$ cat config.mk
export PLATFORM = sky130hd
export DESIGN_NAME = bubble_sort_engine
export DESIGN_NICKNAME = d
export VERILOG_FILES = /design/src/rtl/bubble_sort_pkg.sv /design/src/rtl/bubble_sort_ctrl.sv /design/src/rtl/bubble_sort_engine.sv
export SDC_FILE = /design/constraint.sdc
export NUM_CORES = 1
export LEC_CHECK = 0
export ABC_CLOCK_PERIOD_IN_PS = 7600
export BUFFER_PORTS_ARGS = -buffer_cell sky130_fd_sc_hd__buf_4
export CORE_UTILIZATION = 35
export CTS_CLUSTER_SIZE = 20
export DETAILED_ROUTE_END_ITERATION = 8
export PLACE_DENSITY = 0.59
export SYNTH_ARGS = -nofsm -noshare
export SYNTH_HDL_FRONTEND = slang
export SYNTH_HIERARCHICAL = 1
export SYNTH_SLANG_ARGS = --single-unit
$ cat constraint.sdc
create_clock -name clk -period 7.6 [get_ports clk]
set_input_delay 0 -clock clk [delete_from_list [all_inputs] [get_ports clk]]
set_output_delay 0 -clock clk [all_outputs]
set_load 0.005 [all_outputs]
$ cat src/rtl/bubble_sort_pkg.sv
`default_nettype none
// ============================================================================
//  Module      : bubble_sort_pkg
//  Description : Shared types and helpers for the bubble-sort engine.
//                - state_t : controller state encoding (LOAD / SORT / UNLOAD)
//                - idx_w() : width of the j/p/n counters, one bit wider than
//                            needed to address DEPTH so they never wrap.
//  Revision    : 1.0 - initial release
// ============================================================================
package bubble_sort_pkg;

    typedef enum logic [1:0] {
        S_LOAD   = 2'd0,
        S_SORT   = 2'd1,
        S_UNLOAD = 2'd2
    } state_t;

    function automatic int idx_w(input int depth);
        return $clog2(depth) + 1;
    endfunction

endpackage
`default_nettype wire

$ cat src/rtl/bubble_sort_ctrl.sv
`default_nettype none
// ============================================================================
//  Module      : bubble_sort_ctrl
//  Description : Sequencer for the bubble-sort engine. Owns the state
//                register, the load/unload counter n, the pass counter p,
//                the compare index j, the per-pass swap flag, the latched
//                sort order and the pass count reported to the outside.
//  Ports       : clk, rst_n           - clock, async active-low reset
//                in_valid, out_ready   - upstream / downstream handshakes
//                descend               - requested order, sampled on last load
//                swap_req              - datapath says pair (j-1, j) is out of order
//                in_ready, busy,
//                out_valid, out_last   - status, decoded from registers only
//                ld, swap_en, shift_out, sel_j, desc - array controls
//                passes                - passes used by the most recent sort
//  Revision    : 1.0 - initial release
// ============================================================================
module bubble_sort_ctrl
    import bubble_sort_pkg::*;
#(
    parameter int DEPTH = 8,
    parameter int PW    = $clog2(DEPTH),
    parameter int IW    = idx_w(DEPTH)
) (
    input  logic          clk,
    input  logic          rst_n,
    input  logic          in_valid,
    input  logic          out_ready,
    input  logic          descend,
    input  logic          swap_req,
    output logic          in_ready,
    output logic          busy,
    output logic          out_valid,
    output logic          out_last,
    output logic          ld,
    output logic          swap_en,
    output logic          shift_out,
    output logic [IW-1:0] sel_j,
    output logic          desc,
    output logic [PW-1:0] passes
);

    localparam logic [IW-1:0] c_last  = IW'(DEPTH - 1);
    localparam logic [IW-1:0] c_p_max = IW'(DEPTH - 2);
    localparam logic [IW-1:0] c_one   = IW'(1);

    state_t        r_state;
    logic [IW-1:0] r_n;
    logic [IW-1:0] r_p;
    logic [IW-1:0] r_j;
    logic          r_swapped;
    logic          r_desc;
    logic [PW-1:0] r_passes;

    logic          w_swapped_now;

    // Status outputs depend only on registers: no input-to-output path.
    assign in_ready  = (r_state == S_LOAD);
    assign busy      = (r_state == S_SORT);
    assign out_valid = (r_state == S_UNLOAD);
    assign out_last  = (r_state == S_UNLOAD) && (r_n == c_last);

    assign ld        = in_ready && in_valid;
    assign swap_en   = busy && swap_req;
    assign shift_out = out_valid && out_ready;
    assign sel_j     = r_j;
    assign desc      = r_desc;
    assign passes    = r_passes;

    // Swap flag including the compare happening in the current cycle.
    assign w_swapped_now = r_swapped || swap_en;

    always_ff @(posedge clk or negedge rst_n) begin
        if (!rst_n) begin
            r_state   <= S_LOAD;
            r_n       <= '0;
            r_p       <= '0;
            r_j       <= '0;
            r_swapped <= 1'b0;
            r_desc    <= 1'b0;
            r_passes  <= '0;
        end else begin
            case (r_state)
                S_LOAD: begin
                    if (in_valid) begin
                        if (r_n == c_last) begin
                            r_n       <= '0;
                            r_desc    <= descend;
                            r_p       <= '0;
                            r_j       <= c_last;
                            r_swapped <= 1'b0;
                            r_state   <= S_SORT;
                        end else begin
                            r_n <= r_n + c_one;
                        end
                    end
                end

                S_SORT: begin
                    if (r_j > r_p + c_one) begin
                        r_j       <= r_j - c_one;
                        r_swapped <= w_swapped_now;
                    end else begin
                        // End of pass: the pair (p, p+1) was just compared.
                        r_passes <= PW'(r_p + c_one);
                        if (!w_swapped_now || (r_p == c_p_max)) begin
                            r_n     <= '0;
                            r_state <= S_UNLOAD;
                        end else begin
                            r_p       <= r_p + c_one;
                            r_j       <= c_last;
                            r_swapped <= 1'b0;
                        end
                    end
                end

                S_UNLOAD: begin
                    if (out_ready) begin
                        if (r_n == c_last) begin
                            r_n     <= '0;
                            r_state <= S_LOAD;
                        end else begin
                            r_n <= r_n + c_one;
                        end
                    end
                end

                default: begin
                    r_state <= S_LOAD;
                end
            endcase
        end
    end

endmodule
`default_nettype wire

$ cat src/rtl/bubble_sort_engine.sv
`default_nettype none
// ============================================================================
//  Module      : bubble_sort_engine
//  Description : In-place bubble sort of DEPTH words of WIDTH bits, one
//                compare-and-swap per clock, ascending or descending, with
//                early exit on a swap-free pass. Words enter and leave over
//                valid/ready ports; results stream out from A[0].
//  Ports       : clk, rst_n                    - clock, async active-low reset
//                in_valid/in_ready/in_data     - load port
//                descend                       - order, sampled on last load
//                out_valid/out_ready/out_data  - unload port
//                out_last                      - marks the DEPTH-th result
//                busy                          - sorting in progress
//                passes                        - passes used by last sort
//  Revision    : 1.0 - initial release
// ============================================================================
module bubble_sort_engine
    import bubble_sort_pkg::*;
#(
    parameter int WIDTH = 4,
    parameter int DEPTH = 8,
    parameter int PW    = $clog2(DEPTH)
) (
    input  logic             clk,
    input  logic             rst_n,
    input  logic             in_valid,
    output logic             in_ready,
    input  logic [WIDTH-1:0] in_data,
    input  logic             descend,
    output logic             out_valid,
    input  logic             out_ready,
    output logic [WIDTH-1:0] out_data,
    output logic             out_last,
    output logic             busy,
    output logic [PW-1:0]    passes
);

    localparam int IW = idx_w(DEPTH);

    logic [WIDTH-1:0] r_mem [DEPTH];

    logic             w_ld;
    logic             w_swap_en;
    logic             w_shift_out;
    logic [IW-1:0]    w_sel_j;
    logic             w_desc;
    logic [WIDTH-1:0] w_lo;
    logic [WIDTH-1:0] w_hi;
    logic             w_swap_req;

    bubble_sort_ctrl #(
        .DEPTH (DEPTH),
        .PW    (PW),
        .IW    (IW)
    ) u_ctrl (
        .clk       (clk),
        .rst_n     (rst_n),
        .in_valid  (in_valid),
        .out_ready (out_ready),
        .descend   (descend),
        .swap_req  (w_swap_req),
        .in_ready  (in_ready),
        .busy      (busy),
        .out_valid (out_valid),
        .out_last  (out_last),
        .ld        (w_ld),
        .swap_en   (w_swap_en),
        .shift_out (w_shift_out),
        .sel_j     (w_sel_j),
        .desc      (w_desc),
        .passes    (passes)
    );

    // One pair mux selects (A[j-1], A[j]); a single comparator decides.
    always_comb begin
        w_lo = '0;
        w_hi = '0;
        for (int k = 1; k < DEPTH; k++) begin
            if (w_sel_j == IW'(k)) begin
                w_lo = r_mem[k-1];
                w_hi = r_mem[k];
            end
        end
    end

    // Strict compares keep equal words in place (stable, unsigned).
    assign w_swap_req = w_desc ? (w_lo < w_hi) : (w_lo > w_hi);

    assign out_data = r_mem[0];

    always_ff @(posedge clk or negedge rst_n) begin
        if (!rst_n) begin
            for (int k = 0; k < DEPTH; k++) begin
                r_mem[k] <= '0;
            end
        end else if (w_ld) begin
            // Shift towards the top; the first word ends in A[DEPTH-1].
            r_mem[0] <= in_data;
            for (int k = 1; k < DEPTH; k++) begin
                r_mem[k] <= r_mem[k-1];
            end
        end else if (w_swap_en) begin
            for (int k = 1; k < DEPTH; k++) begin
                if (w_sel_j == IW'(k)) begin
                    r_mem[k-1] <= w_hi;
                    r_mem[k]   <= w_lo;
                end
            end
        end else if (w_shift_out) begin
            for (int k = 0; k < DEPTH - 1; k++) begin
                r_mem[k] <= r_mem[k+1];
            end
            r_mem[DEPTH-1] <= '0;
        end
    end

endmodule
`default_nettype wire

==> flow_metrics.py, run 1 <==
metrics = {
    "place": {
        "dp_hpwl_mm": 7.99,
        "io_buffers": 19,
        "place_congestion": 0.946,
    },
    "sta": {
        "rsz0062_at_grt": "false",
        "tns_ns": 0,
        "finalHoldViolCount": 0,
        "slew_violations": 0,
        "worst_pin_slew_ns": 0.894,
        "slew_headroom_pct": 40.4,
        "fin_crit_ns": 4.91,
        "final-setup-viol-count": 0,
        "finalCritPeriodShare_pct": 64.6,
        "fmax_mhz": 204,
        "clock_skew_ns": 0.00873,
    },
    "cells_and_area": {
        "layout.nets": 492,
        "layout_commonest_cell": "dfrtp_1",
        "layout-drive-gt1-share_pct": 14.0,
        "n_antenna_cell": 0,
        "layout_common_cells": "dfrtp_1, nor2_1, nand2_1, a21oi_1, buf_4",
        "syn_to_final_growth_pct": 8.28,
    },
    "floorplan": {
        "die-area_mm2": 0.0122,
        "core_area_mm2": 0.0115,
        "ios": 20,
        "die_x_um": 111,
        "initial_core_util_pct": 36.0,
        "die_h_um": 111,
        "fp-row-count": 39,
    },
    "synthesis": {
        "synth_xor_area_share_pct": 0.849,
        "synth_fp_nets": 492,
        "synth_warnings": 6,
        "async_flop_share_pct": 100,
        "synth.area.mux_share_pct": 7.00,
        "synth_top_family_by_area": "compound AO/OA/AOI/OAI gates",
        "synth_compound_area_share_pct": 31.5,
        "syn_avg_cell_area_um2": 8.74,
        "synth_seq_cells": 51,
        "synth.distinct_cells": 77,
        "synthSimpleGateAreaFrac_pct": 19.4,
        "yosys.area_share.adder_pct": 3.34,
        "synth_edf_count": 0,
        "synth_ff_type": "dfrtp_1",
        "synth_cells": 472,
        "netlist_area_mm2": 0.00413,
        "yosysSeqAreaShare_pct": 30.9,
    },
    "detailed_routing": {
        "vias": 3762,
        "wl_per_cell_um": 18.6,
        "ant_nets": 0,
        "routed_wl_mm": 11.5,
        "drt-initial-drc-count": 340,
        "drt-pass1-iter-count": 5,
        "drc": 0,
        "via_per_inst": 6.11,
    },
    "global_routing": {
        "gr-total-overflow": 0,
        "grt_max_degree": 52,
        "grt_pass1_wl_mm": 18.8,
        "grt_util_met2_pct": 29.9,
        "grt_pass1_vias": 3630,
        "antenna_found_initial": 0,
        "gr-max-usage-layer": "met2",
        "use_met3_pct": 2.31,
        "gr-usage-met1_pct": 25.7,
        "grt_use_total_pct": 18.6,
    },
    "setup_path": {
        "cp_max_fo": 32,
        "cp_data_required_time_ns": 7.81,
        "crit_path_end_kind": "flip-flop",
        "arrival_ns": 5.12,
        "crit_type": "reg2reg",
        "worstSetupStartpointType": "flip-flop",
    },
    "min_path": {
        "hold_class": "in2reg",
    },
    "run_status": {
        "outcome": "finished, final reports clean",
    },
    "clocking": {
        "clock-sinks": 51,
        "numCtsBuffers": 5,
        "cts_resized": 0,
        "clock_path_buffers": 2,
        "cts-root-buf": "clkbuf_16",
        "cts_max_level": 2,
        "cts_tree": "yes",
        "clock_latency_ns": 0.29,
        "clk_pin_slew_worst_paths_ns": 0.07,
    },
    "flow_run": {
        "maxCapViolCount": 0,
    },
}
==> routing by layer <==
| metal | vias up | wire (um) |
|---|---|---|
| met3 | 25 | 604 |
| met4 | 0 | 244 |
| met1 | 1792 | 5220 |
| li1 | 1800 | - |
| met2 | 145 | 5390 |
| met5 | - | 0 |
==> sequential cells by signal, summed over array words and instances, names as in the netlist <==
name / flops
u_ctrl/passes: 3
u_ctrl/desc: 1
out_data: 4
u_ctrl/r_p: 4
u_ctrl/r_swapped: 1
u_ctrl/r_state: 2
u_ctrl/sel_j: 4
u_ctrl/r_n: 4
r_mem: 28
==> worst max-delay path, cell delays in order (launching register included) <==
cell and delay, ns:
dfrtp_1 0.66, buf_4 0.40, a211oi_1 0.09, or3_1 0.42
a2111oi_4 0.51, ha_1 0.36, a21oi_1 0.13, o22ai_1 0.08
nor2_1 0.12, mux2_2 0.18, and2_1 0.12, buf_4 0.30
nor2b_1 0.35, nand2_1 0.16, nor3_1 0.55, a221oi_1 0.18
a31oi_1 0.22
==> Yosys cell counts (all sizes together) (3+ instances only) <==
library cell	n	area (um2)
nand3b	6	48.8
nand2	32	120
mux2i	21	210
nor2b	9	58.8
a221oi	11	96.3
or2	6	37.5
a22oi	14	110
a21o	7	52.6
nand2b	4	27.5
clkbuf	12	46.3
a2111oi	3	63.8
a211oi	6	45.0
buf	24	164
nor3b	5	37.5
a41oi	3	26.3
nand3	14	70.1
a21oi	28	140
a22o	10	88.8
o2bb2ai	3	26.3
o31ai	3	22.5
or3	3	18.8
nand4	3	18.8
a222oi	6	60.1
o21a	4	30.0
mux2	7	78.8
a31oi	11	68.8
o22a	4	35.0
o21ai	24	120
ha	11	138
o211ai	11	82.6
o221ai	3	26.3
inv	20	75.1
and2	5	31.3
nor2	41	154
nor3	7	35.0
dfrtp	51	1280
==> kinds of logic (layout without fill, tap and decap cells) <==
| group | after synthesis | in the layout |
|---|---|---|
| flip-flops | 51 | 51 |
| multiplexers | 28 | 28 |
| XOR/XNOR | 4 | 4 |
| AO/OA/AOI/OAI | 170 | 170 |
| adder cells (fa/ha/maj) | 11 | 11 |
| AND/OR/NAND/NOR | 151 | 151 |
| buffers and inverters | 57 | 58 |
==> cell type report <==
cell class,instances,area [um2]
Fill cell,1149,7000
Sequential cell,51,1280
Multi-Input combinational cell,364,2570
Tap cell,143,179
Timing Repair Buffer,29,223
Clock inverter,3,20.0
Clock buffer,5,125
Inverter,21,78.8
==> final timing paths <==
kind / start / end / slack (ns) / cells past startpoint
max reg2reg: u_ctrl/sel_j[2] / r_mem[18] / 2.69 / 16
max: u_ctrl/sel_j[2] / r_mem[18] / 2.69 / 16
min reg2reg: u_ctrl/passes[2] / u_ctrl/passes[2] / 0.52 / 1
max in group asynchronous: rst_n / r_mem[15] / 6.84 / 2
min: out_ready / u_ctrl/r_state[1] / 0.02 / 3
min in group asynchronous: rst_n / u_ctrl/r_n[1] / 0.28 / 2
==> stage by stage <==
stage          setup WS, ns  instance area (um2)  util (%)  cells  hold slack, ns
2_1_floorplan          3.81                 4130         -    472          -0.296
3_3_place_gp           3.01                 4300      37.5    606          0.0789
5_1_grt                2.26                 4470      39.0    616          0.0263
3_5_place_dp           2.83                 4300      37.5    606          0.0937
4_1_cts                2.80                 4470      39.0    616          0.0190
6_report               2.69                 4470      39.0    616          0.0230
==> timing repair <==
item | in CTS | in global routing
setup endpoints to repair | 0 | 0
endpoints found under the hold margin | 52 | 0
hold buffers | 2 | 0
buffers inserted | 0 | 0
Power of run 1 is not shown: default switching activity piles up to over one toggle a cycle in this logic, so the estimate is an artifact.
==> run 2: changes to the inputs <==
- ABC_AREA: default -> 1
- ABC_CLOCK_PERIOD_IN_PS: 7600 -> 4200
- PLACE_DENSITY: 0.59 -> 0.61
- clock period: 7.6 -> 4.2 ns (I/O delays scaled with it)
==> run 2 against run 1 <==
Die area fell by 6.8%. Synthesized cell count up 17%. Flip-flop and latch count unchanged. Critical endpoint is now r_mem[27]. Largest cell class unchanged. Critical path depth up 6. Cell area fell by 1.7%. Routed wire length increased by 3.3%.
==> flow_metrics.py, run 2 <==
metrics = {
    "setup_path": {
        "critPathMaxStageDelay_ns": 0.48,
        "cp_data_required_time_ns": 4.41,
        "crit_path_end_kind": "flip-flop",
        "worst_path_most_repeated_cell": "inv_1",
        "slowest_stage": "dfrtp_2",
        "crit_chain": "buf_4 -> nor2_1 -> nand2_4 -> clkinv_1 -> nand2_1 -> nand4_1 -> inv_1 -> ha_1 -> a21oi_1 -> o21ai_0 -> o21ai_0 -> mux2i_1 -> inv_1 -> nor2_2 -> inv_2 -> nor2_4 -> buf_6 -> nand3_1 -> nand2_1 -> inv_1 -> nor2_1 -> a21oi_1",
        "arrival_ns": 4.07,
        "worstSetupStartpointType": "flip-flop",
        "cp_max_fo": 21,
        "crit_type": "reg2reg",
    },
    "run_status": {
        "outcome": "finished, final reports clean",
    },
    "detailed_routing": {
        "via_per_inst": 5.38,
        "vias": 3909,
        "drt-initial-drc-count": 303,
        "routed_wl_mm": 11.8,
        "drc": 0,
        "ant_nets": 0,
        "drt-pass1-iter-count": 5,
        "wl_per_cell_um": 16.3,
    },
    "floorplan": {
        "die-area_mm2": 0.0114,
        "fp-row-count": 37,
        "die_x_um": 107,
        "die_h_um": 107,
        "initial_core_util_pct": 36.7,
        "core_area_mm2": 0.0105,
        "ios": 20,
    },
    "global_routing": {
        "grt_pass1_wl_mm": 18.8,
        "gr-total-overflow": 0,
        "antenna_found_initial": 0,
        "grt_max_degree": 52,
        "grt_pass1_vias": 3778,
        "grt_use_total_pct": 21.3,
    },
    "cells_and_area": {
        "largest_register_ffs": 28,
        "layout-drive-gt1-share_pct": 16.3,
        "layout_common_cells": "nand2_1, inv_1, nor2_1, dfrtp_1, nand3_1",
        "top_register": "r_mem",
        "final_cell_area_mm2": 0.00439,
        "n_antenna_cell": 0,
        "syn_to_final_growth_pct": 14.3,
        "layout.nets": 609,
        "layout_commonest_cell": "nand2_1",
    },
    "synthesis": {
        "synth_fp_nets": 571,
        "synth_seq_cells": 51,
        "yosys-top-cells-area": "dfrtp_1, nand2_1, inv_1",
        "synth_edf_count": 0,
        "synth.most_common_cell": "nand2_1",
        "ys_top_cells_by_count": "nand2_1, inv_1, nor2_1, dfrtp_1, nand3_1",
        "synth_ff_type": "dfrtp_1",
        "synth_top_area_share_pct": 33.2,
        "async_flop_share_pct": 100,
        "netlist_area_mm2": 0.00384,
        "yosysSeqAreaShare_pct": 33.2,
        "synth_cells": 551,
        "yosys.area.top_type": "dfrtp_1",
        "syn_avg_cell_area_um2": 6.97,
        "synth.distinct_cells": 42,
        "synth_warnings": 6,
    },
    "flow_run": {
        "maxCapViolCount": 0,
    },
    "sta": {
        "slew_violations": 0,
        "tns_ns": 0,
        "clock_skew_ns": 0.0181,
        "slew_headroom_pct": 56.3,
        "worst_pin_slew_ns": 0.655,
        "fin_crit_ns": 3.86,
        "finalHoldViolCount": 0,
        "fmax_mhz": 259,
        "finalCritPeriodShare_pct": 91.9,
        "final-setup-viol-count": 0,
    },
    "clocking": {
        "numCtsBuffers": 5,
        "cts_max_level": 2,
        "clk_pin_slew_worst_paths_ns": 0.11,
        "clock-sinks": 51,
        "clock_path_buffers": 2,
        "cts-root-buf": "clkbuf_8",
        "clock_latency_ns": 0.33,
        "cts_tree": "yes",
    },
    "power": {
        "pwr-share-comb_pct": 64.3,
        "power.clock.fraction_pct": 9.3,
        "switching_share_pct": 52.6,
        "internal_power_w": 0.00180,
        "vdd_drop_max_mv": 0.295,
        "power_frac_seq_pct": 26.4,
        "netSwitchingPower_w": 0.00200,
        "p_leak_nw": 2.13,
        "p_per_area_mw_per_mm2": 867,
    },
    "place": {
        "dp_hpwl_mm": 8.77,
        "io_buffers": 19,
        "place_congestion": 0.986,
        "place_area_mm2": 0.00408,
    },
    "min_path": {
        "hold_class": "in2reg",
    },
}
==> run 2: cell count changes after synthesis, moves of 12 or more <==
cell | previous run | this run
mux2i_1 | 21 | 1
nand4_1 | 3 | 15
nand2_1 | 32 | 139
nor2_1 | 41 | 55
nand3_1 | 14 | 44
inv_1 | 20 | 69
==> run 2: cell families after synthesis <==
logic type	after synthesis	share of synthesized area [%]
compound gates	105	16.8
xor+xnor	4	0.912
fa+ha+maj	11	3.58
buf+inv	97	11.0
flops	51	33.2
mux	2	0.554
simple gates	281	33.9
==> run 2: final timing paths <==
| check | startpoint | end | slack (ns) | depth (start not counted) |
|---|---|---|---|---|
| max in group asynchronous | rst_n | u_ctrl/sel_j[3] | 3.49 | 2 |
| min in group asynchronous | rst_n | out_data[1] | 0.23 | 2 |
| worst max register to register | u_ctrl/sel_j[0] | r_mem[27] | 0.34 | 22 |
| worst min register to register | u_ctrl/passes[2] | u_ctrl/passes[2] | 0.50 | 2 |
| worst min-delay path | out_ready | u_ctrl/r_state[1] | 0.06 | 4 |
| worst max-delay path | u_ctrl/sel_j[0] | r_mem[27] | 0.34 | 22 |
==> run 2: timing repair <==
action / 4_1_cts / 5_1_grt
setup endpoints to repair: 0 / 46
buffers inserted: 0 / 16
gates resized for setup: 0 / 7
endpoints found under the hold margin: 56 / 0
hold buffers: 6 / 0
==> run 2: per-layer routing <==
metal / GRT usage [%] / vias to the layer above / wire length, um
met1: 26.4 / 1797 / 5150
met3: 4.26 / 36 / 781
met5: 0 / - / 0
li1: - / 1907 / -
met4: 11.7 / 0 / 437
met2: 34.4 / 169 / 5470
==> run 2: layout make-up <==
class	count	area (um2)
Multi-Input combinational cell	404	2150
Tap cell	136	170
Sequential cell	51	1280
Fill cell	1131	6070
Clock buffer	5	68.8
Clock inverter	3	43.8
Inverter	80	302
Timing Repair Buffer	47	372
==> run 2: per-stage QoR <==
| step | power (W) | setup WS [ns] | util (%) | hold slack, ns | cells |
|---|---|---|---|---|---|
| 2_1_floorplan | 0.00261 | 0.807 | - | -0.296 | 551 |
| 3_3_place_gp | 0.00325 | 0.116 | 39.0 | 0.0669 | 695 |
| 3_5_place_dp | 0.00324 | 0.115 | 39.0 | 0.0846 | 695 |
| 4_1_cts | 0.00361 | 0.0784 | 40.6 | 0.0504 | 709 |
| 5_1_grt | 0.00415 | -0.0440 | 42.0 | 0.106 | 726 |
| 6_report | 0.00381 | 0.342 | 42.0 | 0.0647 | 726 |
==> run 2: critical path: cells and delay by family (launching register included) <==
family / cells / cell delay [ns]
adder cells (fa/ha/maj): 1 / 0.31
multiplexers: 1 / 0.14
flip-flops: 1 / 0.48
AND/OR/NAND/NOR: 9 / 1.38
AO/OA/AOI/OAI: 4 / 0.48
buffers and inverters: 7 / 0.96
==> run 2: power groups by stage <==
| stage | combinational (W) | sequential, W | clock, W |
|---|---|---|---|
| after floorplan | 0.00172 | 0.000894 | 0 |
| after global placement | 0.00224 | 0.00101 | 0 |
| after detailed placement | 0.00224 | 0.00101 | 0 |
| after CTS | 0.00225 | 0.000997 | 0.000366 |
| after global routing | 0.00273 | 0.00103 | 0.000384 |
| final | 0.00245 | 0.00101 | 0.000354 |
Note: power is estimated with default switching activity, not from simulation.
